### src/rtl/fb_blit_scheduler.sv
// fb_blit_scheduler
//   Drives a single frame-buffer write port. During active video it writes the
//   clear colour at the beam position; once per frame, on the first cycle the
//   scan reaches VB_LINE, it latches four sprite descriptors and blits each
//   valid one, one pixel per cycle, in ascending slot order.
//
// Ports
//   clk, r                     clock, synchronous active-high reset
//   DrawX, DrawY               current scan position
//   spr_valid/x/y/color        four sprite slots (slot n in the lowest field n)
//   clear_color                background colour
//   we, addr, color            frame-buffer write port (combinational)
//   busy, frame_done, overrun  status: not idle, one-cycle end pulse, sticky abort
//
// Optional feature: define SPRITE_CLIP_EN to suppress writes of sprite pixels
// that fall outside the 640x480 visible area (timing is unchanged).
module fb_blit_scheduler #(
  parameter int unsigned SPR_W   = 10,
  parameter int unsigned SPR_H   = 10,
  parameter int unsigned X_SIZE  = 640,
  parameter int unsigned VB_LINE = 481
) (
  input  logic        clk,
  input  logic        r,
  input  logic [9:0]  DrawX,
  input  logic [9:0]  DrawY,
  input  logic [3:0]  spr_valid,
  input  logic [39:0] spr_x,
  input  logic [39:0] spr_y,
  input  logic [31:0] spr_color,
  input  logic [7:0]  clear_color,
  output logic        we,
  output logic [18:0] addr,
  output logic [7:0]  color,
  output logic        busy,
  output logic        frame_done,
  output logic        overrun
);

  typedef enum logic [1:0] {StIdle, StLatch, StBlit, StDone} state_e;

  localparam logic [5:0] DxLast = 6'(SPR_W - 1);
  localparam logic [5:0] DyLast = 6'(SPR_H - 1);
  localparam logic [9:0] VbLine = 10'(VB_LINE);

  state_e     state_q, state_d;
  logic [9:0] prev_y_q;
  logic [5:0] dx_q, dx_d, dy_q, dy_d;
  logic [1:0] slot_q, slot_d;
  logic [3:0] valid_q, valid_d;
  logic [9:0] x_q [4];
  logic [9:0] x_d [4];
  logic [9:0] y_q [4];
  logic [9:0] y_d [4];
  logic [7:0] col_q [4];
  logic [7:0] col_d [4];
  logic       overrun_q, overrun_d;

  // Both events are edges of DrawY so a held value never retriggers.
  logic vb_edge, abort;
  assign vb_edge = (DrawY == VbLine) && (prev_y_q != VbLine);
  assign abort   = (DrawY == 10'd0) && (prev_y_q != 10'd0);

  // Lowest valid slot of the live inputs, used only on the LATCH cycle.
  logic [1:0] first_slot;
  always_comb begin
    first_slot = 2'd0;
    for (int i = 3; i >= 0; i--) begin
      if (spr_valid[i]) first_slot = 2'(i);
    end
  end

  // Next higher latched valid slot above the current one.
  logic [1:0] next_slot;
  logic       has_next;
  always_comb begin
    next_slot = slot_q;
    has_next  = 1'b0;
    for (int i = 3; i >= 0; i--) begin
      if (valid_q[i] && (i > int'(slot_q))) begin
        next_slot = 2'(i);
        has_next  = 1'b1;
      end
    end
  end

  // Current sprite pixel position; 11-bit sums keep the carry for clipping.
  logic [10:0] px, py;
  logic [31:0] blit_lin, idle_lin;
  assign px       = {1'b0, x_q[slot_q]} + {5'b0, dx_q};
  assign py       = {1'b0, y_q[slot_q]} + {5'b0, dy_q};
  assign blit_lin = 32'(px) + 32'(py) * X_SIZE;
  assign idle_lin = 32'(DrawX) + 32'(DrawY) * X_SIZE;

  always_comb begin
    we    = 1'b0;
    addr  = '0;
    color = '0;
    unique case (state_q)
      StIdle: begin
        if ((DrawY < 10'd480) && (DrawX < 10'd640)) begin
          we    = 1'b1;
          addr  = idle_lin[18:0];
          color = clear_color;
        end
      end
      StBlit: begin
        addr  = blit_lin[18:0];
        color = col_q[slot_q];
`ifdef SPRITE_CLIP_EN
        we    = !abort && (px < 11'd640) && (py < 11'd480);
`else
        we    = !abort;
`endif
      end
      default: ;
    endcase
  end

  assign busy       = (state_q != StIdle);
  assign frame_done = (state_q == StDone);
  assign overrun    = overrun_q;

  always_comb begin
    state_d   = state_q;
    dx_d      = dx_q;
    dy_d      = dy_q;
    slot_d    = slot_q;
    valid_d   = valid_q;
    x_d       = x_q;
    y_d       = y_q;
    col_d     = col_q;
    overrun_d = overrun_q;
    unique case (state_q)
      StIdle: begin
        if (vb_edge) state_d = StLatch;
      end
      StLatch: begin
        valid_d = spr_valid;
        for (int i = 0; i < 4; i++) begin
          x_d[i]   = spr_x[10*i +: 10];
          y_d[i]   = spr_y[10*i +: 10];
          col_d[i] = spr_color[8*i +: 8];
        end
        dx_d = '0;
        dy_d = '0;
        if (abort) begin
          overrun_d = 1'b1;
          state_d   = StDone;
        end else if (|spr_valid) begin
          slot_d  = first_slot;
          state_d = StBlit;
        end else begin
          state_d = StDone;
        end
      end
      StBlit: begin
        if (abort) begin
          overrun_d = 1'b1;
          state_d   = StDone;
        end else if (dx_q == DxLast) begin
          dx_d = '0;
          if (dy_q == DyLast) begin
            dy_d = '0;
            if (has_next) slot_d = next_slot;
            else          state_d = StDone;
          end else begin
            dy_d = dy_q + 6'd1;
          end
        end else begin
          dx_d = dx_q + 6'd1;
        end
      end
      StDone: state_d = StIdle;
      default: state_d = StIdle;
    endcase
  end

  always_ff @(posedge clk) begin
    if (r) begin
      state_q   <= StIdle;
      prev_y_q  <= '0;
      dx_q      <= '0;
      dy_q      <= '0;
      slot_q    <= '0;
      valid_q   <= '0;
      overrun_q <= 1'b0;
      for (int i = 0; i < 4; i++) begin
        x_q[i]   <= '0;
        y_q[i]   <= '0;
        col_q[i] <= '0;
      end
    end else begin
      state_q   <= state_d;
      prev_y_q  <= DrawY;
      dx_q      <= dx_d;
      dy_q      <= dy_d;
      slot_q    <= slot_d;
      valid_q   <= valid_d;
      overrun_q <= overrun_d;
      x_q       <= x_d;
      y_q       <= y_d;
      col_q     <= col_d;
    end
  end

endmodule

### config.mk
export PLATFORM = sky130hd
export DESIGN_NAME = fb_blit_scheduler
export DESIGN_NICKNAME = d
export VERILOG_FILES = /design/src/rtl/fb_blit_scheduler.sv
export SDC_FILE = /design/constraint.sdc
export NUM_CORES = 1
export LEC_CHECK = 0
export CAP_MARGIN = 30
export CORE_MARGIN = 2
export CORE_UTILIZATION = 45
export CTS_CLUSTER_SIZE = 12
export DETAILED_ROUTE_END_ITERATION = 12
export GPL_TIMING_DRIVEN = 1
export PLACE_DENSITY = 0.72
export SLEW_MARGIN = 20
export SYNTH_ARGS = -nofsm -noshare
export SYNTH_HDL_FRONTEND = slang
export SYNTH_SLANG_ARGS = --single-unit
### constraint.sdc
create_clock -name clk -period 14.9 [get_ports clk]
set_input_delay 2.98 -clock clk [delete_from_list [all_inputs] [get_ports clk]]
set_output_delay 2.98 -clock clk [all_outputs]
set_load 0.01 [all_outputs]
==> impl_summary.txt, run 1 <==
----------------------------------------------------
[Status]
  Result of the run ... finished clean

[Logic synthesis]
  Yosys warnings ... 0
  Top_reg_cell synth ... sky130_fd_sc_hd__dfxtp_1
  Number of distinct library cells after synthesis ... 64
  Portion of the post-synthesis area used by sequential elements ... 0.348
  Number of flops mapped to enable cells by yosys ... 0
  Mean cell area of the mapped netlist ... 9.72 µm²
  Cell with the most instances after synthesis ... sky130_fd_sc_hd__nor2_1
  Gate count of the mapped netlist ... 841
  Cell taking the most area after synthesis ... sky130_fd_sc_hd__dfxtp_1
  Nets in the synthesized netlist ... 1051
  Synth Register Bits ... 142
  Mapped Area ... 8170 µm²
  Leading cell types by count after synthesis ... 162 x sky130_fd_sc_hd__nor2_1, 142 x sky130_fd_sc_hd__dfxtp_1, 116 x sky130_fd_sc_hd__mux2i_1
  Fraction of synthesized cell area taken by the top area cell type ... 0.348
  Synth area leaders ... sky130_fd_sc_hd__dfxtp_1 35%, sky130_fd_sc_hd__mux2i_1 14%, sky130_fd_sc_hd__ha_1 9.0%
  Async set-reset flop share out of synthesis ... 0

[Timing]
  Achievable clock frequency ... 106 MHz
  Final slew viol count ... 0
  Setup Viol. Count Final ... 0
  Unrepaired setup endpoints after global routing ... false
  Share of the clock period used by the worst path after layout ... 0.633
  Setup TNS Final ... 0 ns
  Min cycle time layout ... 9.43 ns
  Final Hold Viols ... 0
  Worst Clk Skew ... 0.00658 ns
  Normalized max-slew margin ... 0.361
  Pin slew with the least headroom to its limit ... 0.958 ns

[Global routing]
  GR Layer Usage met3 ... 0.0715
  Met1 demand-to-capacity share in global routing ... 0.274
  Gr usage total ... 0.211
  Overflow left after global routing ... 0
  First-pass GRT wire length ... 32900 µm
  Number of global-route vias before repair ... 6543
  Pin count of the biggest net entering global routing ... 59
  GRT busiest layer ... met2
  Met2 usage ... 0.345
  Antenna violations before repair ... 0

[Route]
  Detailed-route via count ... 6678
  Pre-antenna DRT Iters ... 5
  Mean number of vias per cell ... 5.37
  Initial DRC Count ... 253
  Drc violations ... 0
  Remaining antenna violation count ... 0
  Routed wire length ... 20500 µm
  Avg WL per Cell ... 16.5 µm

[Floorplanning]
  Die Y ... 139 µm
  Placement row count ... 49
  Die ar. ... 19300 µm²
  Width of the chip ... 139 µm
  IO Count ... 177
  Starting density of the core ... 0.456
  Core footprint ... 17900 µm²

[Worst setup path]
  Type of element capturing the critical path ... output port
  CP Cell Sequence ... clkdlybuf4s50_1, ha_1, ha_1, inv_1, fa_1, nand2b_1, a21oi_1, xor2_1, nand4_1, nor4_1, xnor2_1, o211ai_2, clkdlybuf4s50_1
  Beginning of the critical path ... DrawY[1]
  Largest fanout on the critical path ... 5
  Worst endpoint required time ... 11.92 ns
  Type of the worst setup path ... in2out
  Slowest CP cell ... sky130_fd_sc_hd__clkdlybuf4s50_1
  Type of element launching the critical path ... input port
  R2r startpoint ... state_q[0]
  CP max stage delay ... 0.56 ns
  CP arrival ... 6.45 ns

[Clock network]
  Post-CTS clock slew at the launch and capture registers of the worst setup and hold paths ... 0.05 ns
  TritonCTS clock tree ... built
  CTS sink cnt ... 142
  CTS H-tree depth ... 4
  Clock latency of the later-clocked register in the worst-skew pair ... 0.42 ns
  Maximum number of buffers from clock root to sink ... 2
  CTS Hold Bufs ... 0
  Post-CTS Repair Setup Buffers ... 0
  Root cell of the clock tree ... sky130_fd_sc_hd__clkbuf_16
  Clock buffer count from CTS ... 17
  Resized Gates After CTS ... 0

[Pwr]
  Comb pwr share ... 0.186
  Internal power of the cells ... 0.000774 W
  Fraction of power consumed by sequential logic ... 0.392
  Leakage component of the power ... 4.05 nW
  Final total power ... 0.00103 W
  Net Sw Power ... 0.000257 W
  Portion of total power attributed to the clock network ... 0.421
  Switching power as a share of total power ... 0.249
  Power density cells ... 95.8 nW/µm²
  Peak supply drop ... 0.0783 mV

[Placed design]
  Final GP Congestion ... 0.845
  Dpl hpwl ... 15600 µm
  Count of input and output buffers ... 176

[Run]
  Max-cap viol count ... 0

[Finish]
  Net total in the final layout ... 1213
  Share of layout cells above drive strength 1 ... 0.0690
  Area Growth Syn to Fin ... 31.7%
  Final core utilization ... 0.601
  Fill cell count ... 1560
  Number of diodes added for antenna fixing ... 0

[Worst hold path]
  Start point of the worst hold path ... y_q[21]
  Worst min path class ... reg2reg

----------------------------------------------------
==> logic make-up after synthesis <==
family | after synthesis | share of synthesized area
buffers and inverters | 60 | 0.0285
XOR/XNOR | 50 | 0.0553
AND/OR/NAND/NOR | 253 | 0.140
flip-flops | 142 | 0.348
AO/OA/AOI/OAI | 128 | 0.106
multiplexers | 144 | 0.220
adder cells (fa/ha/maj) | 64 | 0.103
==> final timing paths <==
path	slack, ns	cells after the start	to
hold / removal	0.48	2	y_q[21]
setup reg to reg	12.16	9	dy_q[5]
setup / recovery	5.47	13	addr[18]
hold reg to reg	0.48	2	y_q[21]
==> flip-flops by register name (all words and copies together) (netlist names) <==
| register | cells |
|---|---|
| valid_q | 3 |
| x_q | 40 |
| dx_q | 6 |
| y_q | 40 |
| dy_q | 6 |
| prev_y_q | 10 |
| slot_q | 2 |
| state_q | 2 |
| overrun | 1 |
| col_q | 32 |
==> layout by cell type, fill, tap and decap left out, types with 12 or more instances in the layout <==
| cell type | instances |
|---|---|
| sky130_fd_sc_hd__o21ai_0 | 22 |
| sky130_fd_sc_hd__xnor2_1 | 19 |
| sky130_fd_sc_hd__nor2b_1 | 14 |
| sky130_fd_sc_hd__a21oi_1 | 24 |
| sky130_fd_sc_hd__mux2i_1 | 116 |
| sky130_fd_sc_hd__a22o_1 | 12 |
| sky130_fd_sc_hd__nor2_1 | 162 |
| sky130_fd_sc_hd__nand2_1 | 25 |
| sky130_fd_sc_hd__clkbuf_16 | 17 |
| sky130_fd_sc_hd__dfxtp_1 | 141 |
| sky130_fd_sc_hd__ha_1 | 58 |
| sky130_fd_sc_hd__inv_1 | 18 |
| sky130_fd_sc_hd__clkdlybuf4s50_1 | 175 |
| sky130_fd_sc_hd__mux4_2 | 26 |
| sky130_fd_sc_hd__xor2_1 | 30 |
==> area by class of cell <==
cell class	instances	area (µm²)	share of cell area
Clock buffer	22	474	0.0441
Clock inverter	8	133	0.0123
Inverter	20	75.1	0.00697
Multi-Input combinational cell	639	5110	0.474
Sequential cell	142	2840	0.264
Tap cell	229	287	0.0266
Timing Repair Buffer	183	1840	0.171
==> metrics by stage <==
stage                     instance area (µm²)  worst slack [ns]  hold WS [ns]  std cells
after CTS                               10800              5.47         0.490       1243
after detailed placement                10200              5.48         0.476       1213
after floorplan                          8170              6.72         0.451        841
final                                   10800              5.47         0.484       1243
after global routing                    10800              5.22         0.506       1243
after global placement                  10100              5.59         0.462       1211
==> worst max-delay path, delay by kind of cell <==
family | cells | cell delay, ns
compound gates | 2 | 0.31
simple gates | 3 | 0.74
fa+ha+maj | 3 | 0.88
buf+inv | 3 | 1.13
xor+xnor | 2 | 0.41
==> power by group through the flow <==
| stage | clock [W] | sequential, W | combinational (W) |
|---|---|---|---|
| 4_1_cts | 0.000444 | 0.000404 | 0.000194 |
| 3_3_place_gp | 0 | 0.000412 | 0.000189 |
| 3_5_place_dp | 0 | 0.000413 | 0.000193 |
| 2_1_floorplan | 0 | 0.000409 | 0.000114 |
| 6_report | 0.000434 | 0.000404 | 0.000192 |
| 5_1_grt | 0.000458 | 0.000406 | 0.000211 |
==> metal layers <==
metal	vias up	wire (µm)
li1	3344	-
met1	3162	9310
met2	162	9650
met3	10	1470
met4	0	100
met5	-	0
Power figures use the tool's default switching activity.
==> inputs of run 2 (changes only) <==
--- a/config.mk
+++ b/config.mk
@@ -11,7 +11,7 @@
 export CTS_CLUSTER_SIZE = 12
 export DETAILED_ROUTE_END_ITERATION = 12
 export GPL_TIMING_DRIVEN = 1
-export PLACE_DENSITY = 0.72
+export PLACE_DENSITY = 0.75
 export SLEW_MARGIN = 20
 export SYNTH_ARGS = -nofsm -noshare
 export SYNTH_HDL_FRONTEND = slang
==> constraint.sdc (replaced) <==
create_clock -name clk -period 7.7 [get_ports clk]
set_input_delay 1.54 -clock clk [delete_from_list [all_inputs] [get_ports clk]]
set_output_delay 1.54 -clock clk [all_outputs]
set_load 0.01 [all_outputs]
==> run 2 against run 1 <==
Against the previous run: critical path depth grew 7; clock power rose by 75%; design area decreased by 0.92%; sequential power grew 94%; largest cell class unchanged; critical endpoint unchanged; combinational power up 91%.
==> impl_summary.txt, run 2 (same netlist as run 1, synthesis figures left out) <==
----------------------------------------------------
[Status]
  Result of the run ... finished clean

[Worst setup path]
  Largest fanout on the critical path ... 8
  Type of element capturing the critical path ... output port
  CP Cell Sequence ... mux4_2, ha_1, inv_1, fa_1, nor2b_1, o21ai_0, nand2b_1, a21o_1, a21oi_1, xnor2_1, ha_1, ha_1, o21ai_0, nor2_1, a2111oi_0, o211a_1, nand2_1, or4_4, o211ai_2, clkdlybuf4s50_1
  R2r startpoint ... state_q[1]
  CP max stage delay ... 0.55 ns
  Type of element launching the critical path ... register
  Type of the worst setup path ... reg2out
  CP arrival ... 5.71 ns
  Beginning of the critical path ... slot_q[0]
  Number of buffers and inverters on the critical path ... 2
  Cell family with the largest share of critical-path delay ... compound AO/OA/AOI/OAI gates
  Slowest CP cell ... sky130_fd_sc_hd__clkdlybuf4s50_1
  Most repeated library cell on the critical path ... sky130_fd_sc_hd__ha_1
  Worst endpoint required time ... 6.16 ns

[Finish]
  Area taken by multi-input logic gates ... 5110 µm²
  Regs by FF count ... x_q: 40 flops, y_q: 40 flops, col_q: 32 flops
  Fill cell count ... 1560
  Commonest non-fill, non-tap cell in the layout ... sky130_fd_sc_hd__clkdlybuf4s50_1
  Area Growth Syn to Fin ... 30.5%
  Share of layout cells above drive strength 1 ... 0.0671
  Top library cells by usage in the layout, fill and taps aside ... 175 x sky130_fd_sc_hd__clkdlybuf4s50_1, 162 x sky130_fd_sc_hd__nor2_1, 141 x sky130_fd_sc_hd__dfxtp_1, 116 x sky130_fd_sc_hd__mux2i_1, 58 x sky130_fd_sc_hd__ha_1
  Number of diodes added for antenna fixing ... 0
  Seq. cell area ... 2840 µm²
  Net total in the final layout ... 1213
  Final instance area ... 10700 µm²

[Timing]
  Final Hold Viols ... 0
  Worst Clk Skew ... 0.00959 ns
  Unrepaired setup endpoints after global routing ... false
  Share of the clock period used by the worst path after layout ... 0.941
  Achievable clock frequency ... 138 MHz
  Pin slew with the least headroom to its limit ... 0.862 ns
  Normalized max-slew margin ... 0.426
  Setup TNS Final ... 0 ns
  Setup WS post-layout ... 0.451 ns
  Final slew viol count ... 0
  Hold slack final ... 0.486 ns
  Min cycle time layout ... 7.25 ns
  Setup Viol. Count Final ... 0

[Clock network]
  CTS sink cnt ... 142
  Clock buffer count from CTS ... 17
  Root cell of the clock tree ... sky130_fd_sc_hd__clkbuf_16
  Clock latency of the later-clocked register in the worst-skew pair ... 0.42 ns
  Post-CTS Repair Setup Buffers ... 0
  Resized Gates After CTS ... 0
  TritonCTS clock tree ... built
  Maximum number of buffers from clock root to sink ... 2
  CTS H-tree depth ... 4
  CTS Hold Bufs ... 0
  Post-CTS clock slew at the launch and capture registers of the worst setup and hold paths ... 0.05 ns

[Floorplanning]
  Core footprint ... 17900 µm²
  Placement row count ... 49
  IO Count ... 177
  Width of the chip ... 139 µm
  Die ar. ... 19300 µm²
  Starting density of the core ... 0.456
  Die Y ... 139 µm

[Worst hold path]
  Start point of the worst hold path ... y_q[38]
  Worst min path class ... reg2reg

[Placed design]
  Count of input and output buffers ... 176
  Placed inst area ... 10100 µm²
  Final GP Congestion ... 0.886
  DP Worst Slack ... 0.878 ns
  Dpl hpwl ... 15500 µm

[Global routing]
  Number of global-route vias before repair ... 6663
  Overflow left after global routing ... 0
  Pin count of the biggest net entering global routing ... 85
  First-pass GRT wire length ... 32900 µm
  Antenna violations before repair ... 0
  Gr usage total ... 0.211

[Route]
  Pre-antenna DRT Iters ... 4
  Routed wire length ... 20600 µm
  Avg WL per Cell ... 16.6 µm
  Drc violations ... 0
  Remaining antenna violation count ... 0
  Mean number of vias per cell ... 5.42
  Initial DRC Count ... 312
  Detailed-route via count ... 6735

[Pwr]
  Peak supply drop ... 0.131 mV
  Power density cells ... 179 nW/µm²
  Leakage component of the power ... 4.01 nW
  Final total power ... 0.00191 W

[Run]
  Max-cap viol count ... 0

----------------------------------------------------
==> run 2: cell count changes in the layout (fill, tap and decap cells not counted) <==
cell / before / now
sky130_fd_sc_hd__clkinv_4: 3 / 0
sky130_fd_sc_hd__buf_4: 6 / 8
sky130_fd_sc_hd__bufinv_16: 3 / 1
sky130_fd_sc_hd__clkinv_2: 0 / 2
sky130_fd_sc_hd__clkinvlp_4: 1 / 3
sky130_fd_sc_hd__buf_12: 1 / 0
sky130_fd_sc_hd__buf_16: 1 / 0
sky130_fd_sc_hd__clkbuf_1: 2 / 3
sky130_fd_sc_hd__inv_6: 1 / 0
==> run 2: metal layers <==
metal  vias to the layer above  wire [µm]  GRT usage  part of all wire
met5                         -          0          0                 0
met4                         0        298     0.0680             0.014
met3                        25       1490     0.0635             0.072
met2                       164       9530      0.339              0.46
met1                      3193       9260      0.275              0.45
li1                       3353          -          -                 -
==> run 2: layout make-up <==
| class | count | area share |
|---|---|---|
| Inverter | 20 | 0.00704 |
| Timing Repair Buffer | 183 | 0.170 |
| Clock buffer | 23 | 0.0448 |
| Tap cell | 229 | 0.0269 |
| Sequential cell | 142 | 0.267 |
| Multi-Input combinational cell | 639 | 0.479 |
| Clock inverter | 6 | 0.00587 |
==> run 2: through the flow <==
stage	utilization	std cells
2_1_floorplan	-	841
3_3_place_gp	0.566	1213
3_5_place_dp	0.566	1213
4_1_cts	0.596	1242
5_1_grt	0.596	1242
6_report	0.596	1242
==> run 2: report_power, final <==
part           switching, W  internal (W)  total (W)
clock              0.000296      0.000463   0.000759
combinational      0.000170      0.000197   0.000366
sequential        0.0000193      0.000764   0.000784
==> run 2: worst reg2reg max path: stages, from the launching register on <==
cell	delay, ns
sky130_fd_sc_hd__dfxtp_1	0.34
sky130_fd_sc_hd__inv_1	0.15
sky130_fd_sc_hd__ha_4	0.54
sky130_fd_sc_hd__buf_4	0.67
sky130_fd_sc_hd__buf_4	0.73
sky130_fd_sc_hd__mux2i_1	0.31
sky130_fd_sc_hd__nor2_1	0.05
==> run 2: final timing paths <==
| path | endpoint | slack, ns | cells after the start |
|---|---|---|---|
| hold / removal | y_q[38] | 0.49 | 2 |
| setup reg to reg | x_q[32] | 4.78 | 6 |
| hold reg to reg | y_q[38] | 0.49 | 2 |
| setup / recovery | addr[18] | 0.45 | 20 |
